[src/rtl/mem_dump_unit_pkg.sv]
// rtl/mem_dump_unit_pkg.sv - shared constants for the data-memory dump unit
// FSM encodings, memory geometry defaults and the bytes-per-word helper.
package mem_dump_unit_pkg;

  localparam int DEF_RAM_WIDTH     = 16;
  localparam int DEF_RAM_ADDR_BITS = 11;
  localparam int DEF_DUMP_DEPTH    = 128;

  localparam logic [2:0] ST_IDLE    = 3'd0;
  localparam logic [2:0] ST_ADDR    = 3'd1;
  localparam logic [2:0] ST_LATCH   = 3'd2;
  localparam logic [2:0] ST_SEND    = 3'd3;
  localparam logic [2:0] ST_WAIT_TX = 3'd4;
  localparam logic [2:0] ST_NEXT    = 3'd5;
  localparam logic [2:0] ST_CHKSUM  = 3'd6;

  function automatic int bytes_per_word(input int width);
    return width / 8;
  endfunction

endpackage

[src/rtl/mem_dump_unit_word_serializer.sv]
// rtl/mem_dump_unit_word_serializer.sv - word shift register emitting bytes MSB first
// Loads a memory word, exposes its top byte and flags when the last byte is showing.
module mem_dump_unit_word_serializer
  import mem_dump_unit_pkg::*;
#(
  parameter int RAM_WIDTH = DEF_RAM_WIDTH
) (
  input  logic                 clk,
  input  logic                 reset,
  input  logic                 load,
  input  logic                 shift,
  input  logic [RAM_WIDTH-1:0] din,
  output logic [7:0]           byte_out,
  output logic                 last
);

  localparam int BPW   = bytes_per_word(RAM_WIDTH);
  localparam int IDX_W = $clog2(BPW) + 1;

  logic [RAM_WIDTH-1:0] shreg_q, shreg_d;
  logic [IDX_W-1:0]     idx_q, idx_d;

  always_comb begin
    shreg_d = shreg_q;
    idx_d   = idx_q;
    if (load) begin
      shreg_d = din;
      idx_d   = '0;
    end else if (shift) begin
      shreg_d = shreg_q << 8;
      idx_d   = idx_q + IDX_W'(1);
    end
  end

  always_ff @(posedge clk) begin
    if (reset) begin
      shreg_q <= '0;
      idx_q   <= '0;
    end else begin
      shreg_q <= shreg_d;
      idx_q   <= idx_d;
    end
  end

  assign byte_out = shreg_q[RAM_WIDTH-1 -: 8];
  assign last     = (idx_q == IDX_W'(BPW - 1));

endmodule

[src/rtl/mem_dump_unit.sv]
// rtl/mem_dump_unit.sv - walks data memory and streams each word bytewise to a UART TX
// Define MEM_DUMP_CHECKSUM_EN to append an XOR checksum byte after the data.
module mem_dump_unit
  import mem_dump_unit_pkg::*;
#(
  parameter int RAM_WIDTH     = DEF_RAM_WIDTH,
  parameter int RAM_ADDR_BITS = DEF_RAM_ADDR_BITS,
  parameter int DUMP_DEPTH    = DEF_DUMP_DEPTH
) (
  input  logic                     clk,
  input  logic                     reset,
  input  logic                     start,
  output logic [RAM_ADDR_BITS-1:0] mem_addr,
  output logic                     mem_write,
  input  logic [RAM_WIDTH-1:0]     mem_rdata,
  output logic [7:0]               tx_data,
  output logic                     tx_start,
  input  logic                     tx_done,
  output logic                     busy,
  output logic                     done
);

  localparam int CNT_W = RAM_ADDR_BITS + 1;

  logic [2:0]               state_q, state_d;
  logic [CNT_W-1:0]         cnt_q, cnt_d;
  logic [RAM_ADDR_BITS-1:0] mem_addr_q, mem_addr_d;
  logic [7:0]               tx_data_q, tx_data_d;
  logic                     tx_start_q, tx_start_d;
  logic                     busy_q, busy_d;
  logic                     done_q, done_d;
`ifdef MEM_DUMP_CHECKSUM_EN
  logic [7:0]               chk_q, chk_d;
  logic                     chk_phase_q, chk_phase_d;
`endif

  logic       ser_load, ser_shift, ser_last;
  logic [7:0] ser_byte;

  mem_dump_unit_word_serializer #(.RAM_WIDTH(RAM_WIDTH)) u_ser (
    .clk      (clk),
    .reset    (reset),
    .load     (ser_load),
    .shift    (ser_shift),
    .din      (mem_rdata),
    .byte_out (ser_byte),
    .last     (ser_last)
  );

  always_comb begin
    state_d    = state_q;
    cnt_d      = cnt_q;
    mem_addr_d = mem_addr_q;
    tx_data_d  = tx_data_q;
    tx_start_d = 1'b0;
    busy_d     = busy_q;
    done_d     = 1'b0;
    ser_load   = 1'b0;
    ser_shift  = 1'b0;
`ifdef MEM_DUMP_CHECKSUM_EN
    chk_d       = chk_q;
    chk_phase_d = chk_phase_q;
`endif
    case (state_q)
      ST_IDLE: begin
        if (start) begin
          busy_d     = 1'b1;
          mem_addr_d = '0;
          cnt_d      = '0;
          state_d    = ST_ADDR;
`ifdef MEM_DUMP_CHECKSUM_EN
          chk_d       = '0;
          chk_phase_d = 1'b0;
`endif
        end
      end
      ST_ADDR:  state_d = ST_LATCH;
      ST_LATCH: begin
        ser_load = 1'b1;
        state_d  = ST_SEND;
      end
      ST_SEND: begin
        tx_data_d  = ser_byte;
        tx_start_d = 1'b1;
        state_d    = ST_WAIT_TX;
`ifdef MEM_DUMP_CHECKSUM_EN
        chk_d = chk_q ^ ser_byte;
`endif
      end
      ST_WAIT_TX: begin
        // a tx_done coincident with our own tx_start belongs to an earlier byte
        if (tx_done && !tx_start_q) begin
`ifdef MEM_DUMP_CHECKSUM_EN
          if (chk_phase_q) begin
            chk_phase_d = 1'b0;
            done_d      = 1'b1;
            busy_d      = 1'b0;
            state_d     = ST_IDLE;
          end else
`endif
          if (ser_last) begin
            state_d = ST_NEXT;
          end else begin
            ser_shift = 1'b1;
            state_d   = ST_SEND;
          end
        end
      end
      ST_NEXT: begin
        if (cnt_q == CNT_W'(DUMP_DEPTH - 1)) begin
`ifdef MEM_DUMP_CHECKSUM_EN
          state_d = ST_CHKSUM;
`else
          done_d  = 1'b1;
          busy_d  = 1'b0;
          state_d = ST_IDLE;
`endif
        end else begin
          cnt_d      = cnt_q + CNT_W'(1);
          mem_addr_d = mem_addr_q + RAM_ADDR_BITS'(1);
          state_d    = ST_ADDR;
        end
      end
`ifdef MEM_DUMP_CHECKSUM_EN
      ST_CHKSUM: begin
        tx_data_d   = chk_q;
        tx_start_d  = 1'b1;
        chk_phase_d = 1'b1;
        state_d     = ST_WAIT_TX;
      end
`endif
      default: state_d = ST_IDLE;
    endcase
  end

  always_ff @(posedge clk) begin
    if (reset) begin
      state_q    <= ST_IDLE;
      cnt_q      <= '0;
      mem_addr_q <= '0;
      tx_data_q  <= '0;
      tx_start_q <= 1'b0;
      busy_q     <= 1'b0;
      done_q     <= 1'b0;
`ifdef MEM_DUMP_CHECKSUM_EN
      chk_q       <= '0;
      chk_phase_q <= 1'b0;
`endif
    end else begin
      state_q    <= state_d;
      cnt_q      <= cnt_d;
      mem_addr_q <= mem_addr_d;
      tx_data_q  <= tx_data_d;
      tx_start_q <= tx_start_d;
      busy_q     <= busy_d;
      done_q     <= done_d;
`ifdef MEM_DUMP_CHECKSUM_EN
      chk_q       <= chk_d;
      chk_phase_q <= chk_phase_d;
`endif
    end
  end

  assign mem_addr  = mem_addr_q;
  assign mem_write = 1'b0;
  assign tx_data   = tx_data_q;
  assign tx_start  = tx_start_q;
  assign busy      = busy_q;
  assign done      = done_q;

endmodule
[config.mk]
export PLATFORM = sky130hd
export DESIGN_NAME = mem_dump_unit
export DESIGN_NICKNAME = d
export VERILOG_FILES = /design/src/rtl/mem_dump_unit_pkg.sv /design/src/rtl/mem_dump_unit_word_serializer.sv /design/src/rtl/mem_dump_unit.sv
export SDC_FILE = /design/constraint.sdc
export NUM_CORES = 1
export LEC_CHECK = 0
export ABC_CLOCK_PERIOD_IN_PS = 2300
export BUFFER_PORTS_ARGS = -buffer_cell sky130_fd_sc_hd__buf_2
export CAP_MARGIN = 10
export CELL_PAD_IN_SITES_DETAIL_PLACEMENT = 0
export CELL_PAD_IN_SITES_GLOBAL_PLACEMENT = 1
export CORE_MARGIN = 1.5
export CORE_UTILIZATION = 42
export CTS_BUF_LIST = sky130_fd_sc_hd__clkbuf_4 sky130_fd_sc_hd__clkbuf_8 sky130_fd_sc_hd__clkbuf_16
export DETAILED_ROUTE_END_ITERATION = 12
export PLACE_DENSITY = 0.8
export SLEW_MARGIN = 5
export SYNTH_ARGS = -nofsm -noshare
export SYNTH_HDL_FRONTEND = slang
export SYNTH_SLANG_ARGS = --single-unit
export TNS_END_PERCENT = 1
[constraint.sdc]
create_clock -name clk -period 2.3 [get_ports clk]
set_input_delay 0 -clock clk [delete_from_list [all_inputs] [get_ports clk]]
set_output_delay 0 -clock clk [all_outputs]
set_load 0.01 [all_outputs]
-- Yosys cells after proc, flatten, opt, wreduce, memory -nomap -nowiden
Cells that the tools add are included.
- register bits after elaboration: 55
- output and inout bits: 23
- logic and storage cells: 56
- add/sub/neg operators: 3
- eq/ne operators: 11
- multiplexer cells: 22
- bitwise gates (word level): 1
- reductions and logical operators: 10
- operators by type and width (cell ; number):
    $mux W16 ; 2
    $mux W12 ; 2
    $pmux W12 S2 ; 1
    $mux W11 ; 2
    $pmux W11 S2 ; 1
    $pmux W3 S6 ; 1
    $add A12 B1 Y12 const B ; 1
    $eq A12 B7 Y1 const B ; 1
    $add A11 B1 Y11 const B ; 1
    $mux W1 ; 9
    $mux W3 ; 3
    $ne A2 B2 Y1 const B ; 4
    $eq A3 B2 Y1 const B ; 2
    $eq A3 B3 Y1 const B ; 2
    $reduce_and A3 Y1 ; 2
    $reduce_bool A2 Y1 ; 2
    $reduce_or A2 Y1 ; 2
    $eq A3 B1 Y1 const B ; 1
    $logic_not A3 Y1 ; 1
    $add A2 B1 Y2 const B ; 1
    $eq A2 B1 Y1 const B ; 1
    $pmux W1 S2 ; 1
    $reduce_and A2 Y1 ; 1
    $logic_and A1 B1 Y1 ; 1
    other kinds (2) ; 2

-- Depth between registers and ports, before layout
- depth after elaboration: 6
- gate-level depth with buffers: 7
- depth with buffers taken out: 6

-- By module
Synthesis repeated with hierarchy kept, for this count alone.
- cell total of the unflattened synthesis: 299
- area, all modules: 2762.6 sq um
- modules (own cells, without submodules) (module ; times used ; cells each ; area each (sq um)):
    mem_dump_unit ; 1 ; 212 ; 1904.3
    mem_dump_unit_word_serializer ; 1 ; 87 ; 858.3

-- Least setup slack after synthesis
No wires, ideal clock.
- path kind: register to register
- start: register u_ser.idx_q[1]
- end: register u_ser.shreg_q[15]
- data arrival time: 1.611 ns
- required time: 2.214 ns
- slack: 0.604 ns
- cell stages (with the launch flop): 8
- clock period less this slack: 1.696 ns
- path through: dfxtp_1 > inv_1 > ha_1 > or4_4 > buf_6 > buf_6 > mux2i_1 > a211oi_1
- longest elaborated chain between the ends: 5
- RTL lines (element ; line ; RTL):
    start: declaration ; mem_dump_unit_word_serializer.sv:21 ; logic [IDX_W-1:0] idx_q, idx_d;
    start signal: assignment ; mem_dump_unit_word_serializer.sv:41 ; idx_q <= idx_d;
    $eq A2 B1 Y1 ; mem_dump_unit_word_serializer.sv:46 ; assign last = (idx_q == IDX_W'(BPW - 1));
    $mux W1 ; mem_dump_unit.sv:101 ; if (ser_last) begin
    $mux W1 ; mem_dump_unit.sv:92 ; if (tx_done && !tx_start_q) begin
    $mux W1 ; mem_dump_unit.sv:64 ; case (state_q)
    $reduce_bool A2 Y1 (no line) ; -- ;
    end signal: assignment ; mem_dump_unit_word_serializer.sv:40 ; shreg_q <= shreg_d;
    end: declaration ; mem_dump_unit_word_serializer.sv:20 ; logic [RAM_WIDTH-1:0] shreg_q, shreg_d;
No other way between the ends.
A chain may end at the register's enable or synchronous reset.

-- Worst setup path in the final report
- start: register cnt_q[0]
- end: register mem_addr_q[8] (netlist: mem_addr[8])
- longest elaborated chain between the ends: 3
- RTL lines (element ; line ; RTL):
    start: declaration ; mem_dump_unit.sv:26 ; logic [CNT_W-1:0] cnt_q, cnt_d;
    start signal: assignment ; mem_dump_unit.sv:151 ; cnt_q <= cnt_d;
    $eq A12 B7 Y1 ; mem_dump_unit.sv:110 ; if (cnt_q == CNT_W'(DUMP_DEPTH - 1)) begin
    $ne A2 B2 Y1 (no line) ; -- ;
    $reduce_and A3 Y1 (no line) ; -- ;
    end signal: assignment ; mem_dump_unit.sv:152 ; mem_addr_q <= mem_addr_d;
    end: declaration ; mem_dump_unit.sv:27 ; logic [RAM_ADDR_BITS-1:0] mem_addr_q, mem_addr_d;
No other way between the ends.

==> impl_metrics.py <==
metrics = {
    "outcome": {
        "status": "finished clean",
    },
    "sta": {
        "fmax_mhz": 546,
        "hold_violations": 0,
        "slew_viol_final": 0,
        "setup_violations": 0,
        "grt_setup_unrepaired": "no",
        "period_share_pct": 79.6,
        "period_minus_slack_ns": 1.83,
        "tns_ns": 0,
        "finClkSkew_ns": 0.00853,
    },
    "power": {
        "intPower_mw": 1.28,
        "swShare_pct": 26.1,
        "p_sw_mw": 0.453,
        "combPwrFrac_pct": 9.5,
        "seqPwrFrac_pct": 57.5,
        "power.share.clock_pct": 32.9,
        "power_density_nw_per_um2": 575,
        "ir_drop_v": 0.000384,
        "leakage_nw": 1.15,
    },
    "logic_synthesis": {
        "yosys_most_used_dff": "dfxtp_1",
        "netlist_area_um2": 2540,
        "syn-instance-count": 291,
        "yosysUniqueCellTypes": 44,
        "synth_edf_count": 0,
        "syn_area_per_cell_um2": 8.74,
        "ys_warn_count": 0,
        "synth-seq-cells": 55,
        "ys_seq_area_share_pct": 43.3,
        "syn-num-nets": 314,
        "synthArstFlopShare_pct": 0,
    },
    "floorplanning": {
        "coreArea_um2": 5890,
        "rows": 28,
        "dieArea_um2": 6530,
        "initial_core_util_pct": 43.2,
        "die_height_um": 80.8,
        "io_pins": 43,
        "die_x_um": 80.8,
    },
    "detailed_routing": {
        "wl_per_cell_um": 13.2,
        "wirelength_mm": 5.49,
        "wl_met2_mm": 2.54,
        "drc": 0,
        "wl_met1_mm": 2.71,
        "drt_iter0_drc": 58,
        "met3_length_um": 183,
        "routed_via_density": 5.38,
        "highest_layer": "met4",
        "vias": 2231,
        "ant_nets": 0,
        "dr.pass1.iters": 4,
    },
    "global_routing": {
        "antenna_found_initial": 0,
        "grt_start_max_net_pins": 42,
        "grt_usage_pct": 17.8,
        "grt.overflow.total": 0,
        "grt_pass1_vias": 1929,
        "grt_pass1_wl_mm": 9.15,
    },
    "clock_network": {
        "cts-htree-levels": 2,
        "cts_sinks": 55,
        "cts_resized": 0,
        "post_cts_buffers": 0,
        "cts_buffers": 5,
        "clk_latency_ns": 0.32,
        "cts_tree": "yes",
        "path_clk_slew_ns": 0.10,
        "ctsLongestPathBuffers": 2,
        "root_buffer": "clkbuf_8",
    },
    "worst_setup_path": {
        "critPathKind": "reg2reg",
        "worst_setup_path_start_kind": "flop",
        "cp.required_ns": 2.55,
        "worstPathMaxFanout": 41,
        "arrival_ns": 2.08,
        "worstSetupEndpointType": "flop",
        "r2r_slack_ns": 0.47,
        "r2r-start": "cnt_q[0]$_SDFFE_PP0P_",
        "rr_worst_depth": 5,
        "reg2reg_to": "mem_addr[8]$_SDFFE_PP0P_",
        "critPathLaunch": "cnt_q[0]$_SDFFE_PP0P_",
    },
    "hold_path": {
        "hold_end": "state_q[2]$_SDFFE_PP0P_",
        "min_path_type": "in2reg",
        "whs_path_depth": 4,
        "min_from": "tx_done",
    },
    "cells_and_area": {
        "n_fill_cell": 593,
        "final_common_cell": "dfxtp_1",
        "final_util_pct": 51.2,
        "instances_no_fill": 415,
        "syn_to_final_growth_pct": 18.5,
        "drive_gt1_share_pct": 18.5,
        "nNetsFinal": 362,
        "final_cell_mix": "55 x dfxtp_1, 41 x buf_2, 35 x a21oi_1, 27 x nand3_1, 22 x nand2_1",
        "num_antenna_cells": 0,
    },
    "placed_design": {
        "post-dp-hpwl_mm": 3.63,
        "gp_congestion": 0.777,
        "portBuffers": 41,
        "place_inst": 390,
    },
    "run": {
        "drv_cap": 0,
    },
}
-- final cells by class --
cell class	instances	area (µm²)	share of cell area, %
repair buffers	65	428	14.2
clock buffers	5	68.8	2.28
well taps	75	93.8	3.11
multi-input cells	208	1280	42.5
inverters	4	15.0	0.498
flip-flops and latches	55	1100	36.5
clock inverters	3	26.3	0.872
-- worst max path at each step --
stage / to / cells past startpoint
floorplan: u_ser.shreg_q[15]$_SDFFE_PP0P_ / 7
global placement: mem_addr[8]$_SDFFE_PP0P_ / 5
detailed placement: mem_addr[8]$_SDFFE_PP0P_ / 5
CTS: mem_addr[8]$_SDFFE_PP0P_ / 5
global route: cnt_q[11]$_SDFFE_PP0P_ / 4
finish: mem_addr[8]$_SDFFE_PP0P_ / 5
-- synthesized netlist by cell type, types with 2 or more instances --
cell type   n  area, µm²
a211oi_1    9       67.6
a21oi_1    35        175
and2_1      3       18.8
and3_1      2       12.5
and4_1      3       26.3
buf_2       6       30.0
buf_4       3       22.5
buf_6       5       56.3
clkbuf_1   10       37.5
dfxtp_1    55       1100
ha_1        3       37.5
inv_1       4       15.0
mux2i_1     8       80.1
nand2_1    22       82.6
nand3_1    27        135
nand4_1     7       43.8
nor2_1     14       52.6
nor2b_1     2       12.5
nor3_2      2       20.0
nor3b_1     2       15.0
nor4_1      6       37.5
o211ai_1    2       15.0
o21a_1      6       45.0
o21ai_0    12       60.1
o31a_1      5       43.8
o31ai_1     7       52.6
o41ai_1     2       17.5
or3_1       7       43.8
or4_1       7       52.6
-- kinds of logic after synthesis --
logic type / after synthesis / share of synthesized area [%]
other: 1 / 0.147
xor gates and xnor gates: 1 / 0.345
adders and majority gates: 3 / 1.48
AOI/OAI and AO/OA: 79 / 19.0
muxes: 9 / 3.74
and+or+nand+nor: 115 / 25.6
DFF: 55 / 43.3
buffers and inverters: 28 / 6.35
-- per-layer routing --
layer	up-vias	global-route usage, %
li1	1163	-
met1	1020	23.1
met2	44	28.4
met3	4	4.16
met4	0	7.59
met5	-	0
-- worst max-delay path: stages, from the launching register on --
cell     delay [ns]
dfxtp_1        0.37
ha_1           0.24
and2_1         0.18
and4_4         0.29
or4_1          0.53
a21oi_1        0.14
-- sequential cells by signal, indices dropped and copies added, names as in the netlist --
name	count
u_ser.shreg_q	16
tx_start	1
tx_data	8
cnt_q	12
u_ser.idx_q	2
busy	1
done	1
mem_addr	11
state_q	3
-- power by group through the flow --
stage                     clock network [mW]  logic (mW)  registers, mW
after floorplan                            0       0.111           1.01
after global placement                     0       0.144           1.02
after detailed placement                   0       0.145           1.02
after CTS                              0.595       0.167          0.997
after global routing                   0.629       0.183           1.00
final                                  0.571       0.165          0.997
-- stage by stage --
stage	hold slack (ns)	power, mW	setup WS (ns)	area, µm²
floorplan	0.136	1.12	0.604	2540
detailed placement	0.222	1.16	0.503	2750
global placement	0.229	1.16	0.542	2750
finish	0.104	1.73	0.469	3010
CTS	0.0983	1.76	0.469	3010
global route	0.155	1.81	0.303	3010
-- timing repair --
action | in CTS | in global routing
hold endpoints to repair | 17 | 0
endpoints found under the setup margin | 0 | 0
hold buffers | 17 | 0
Power figures use the tool's default switching activity.
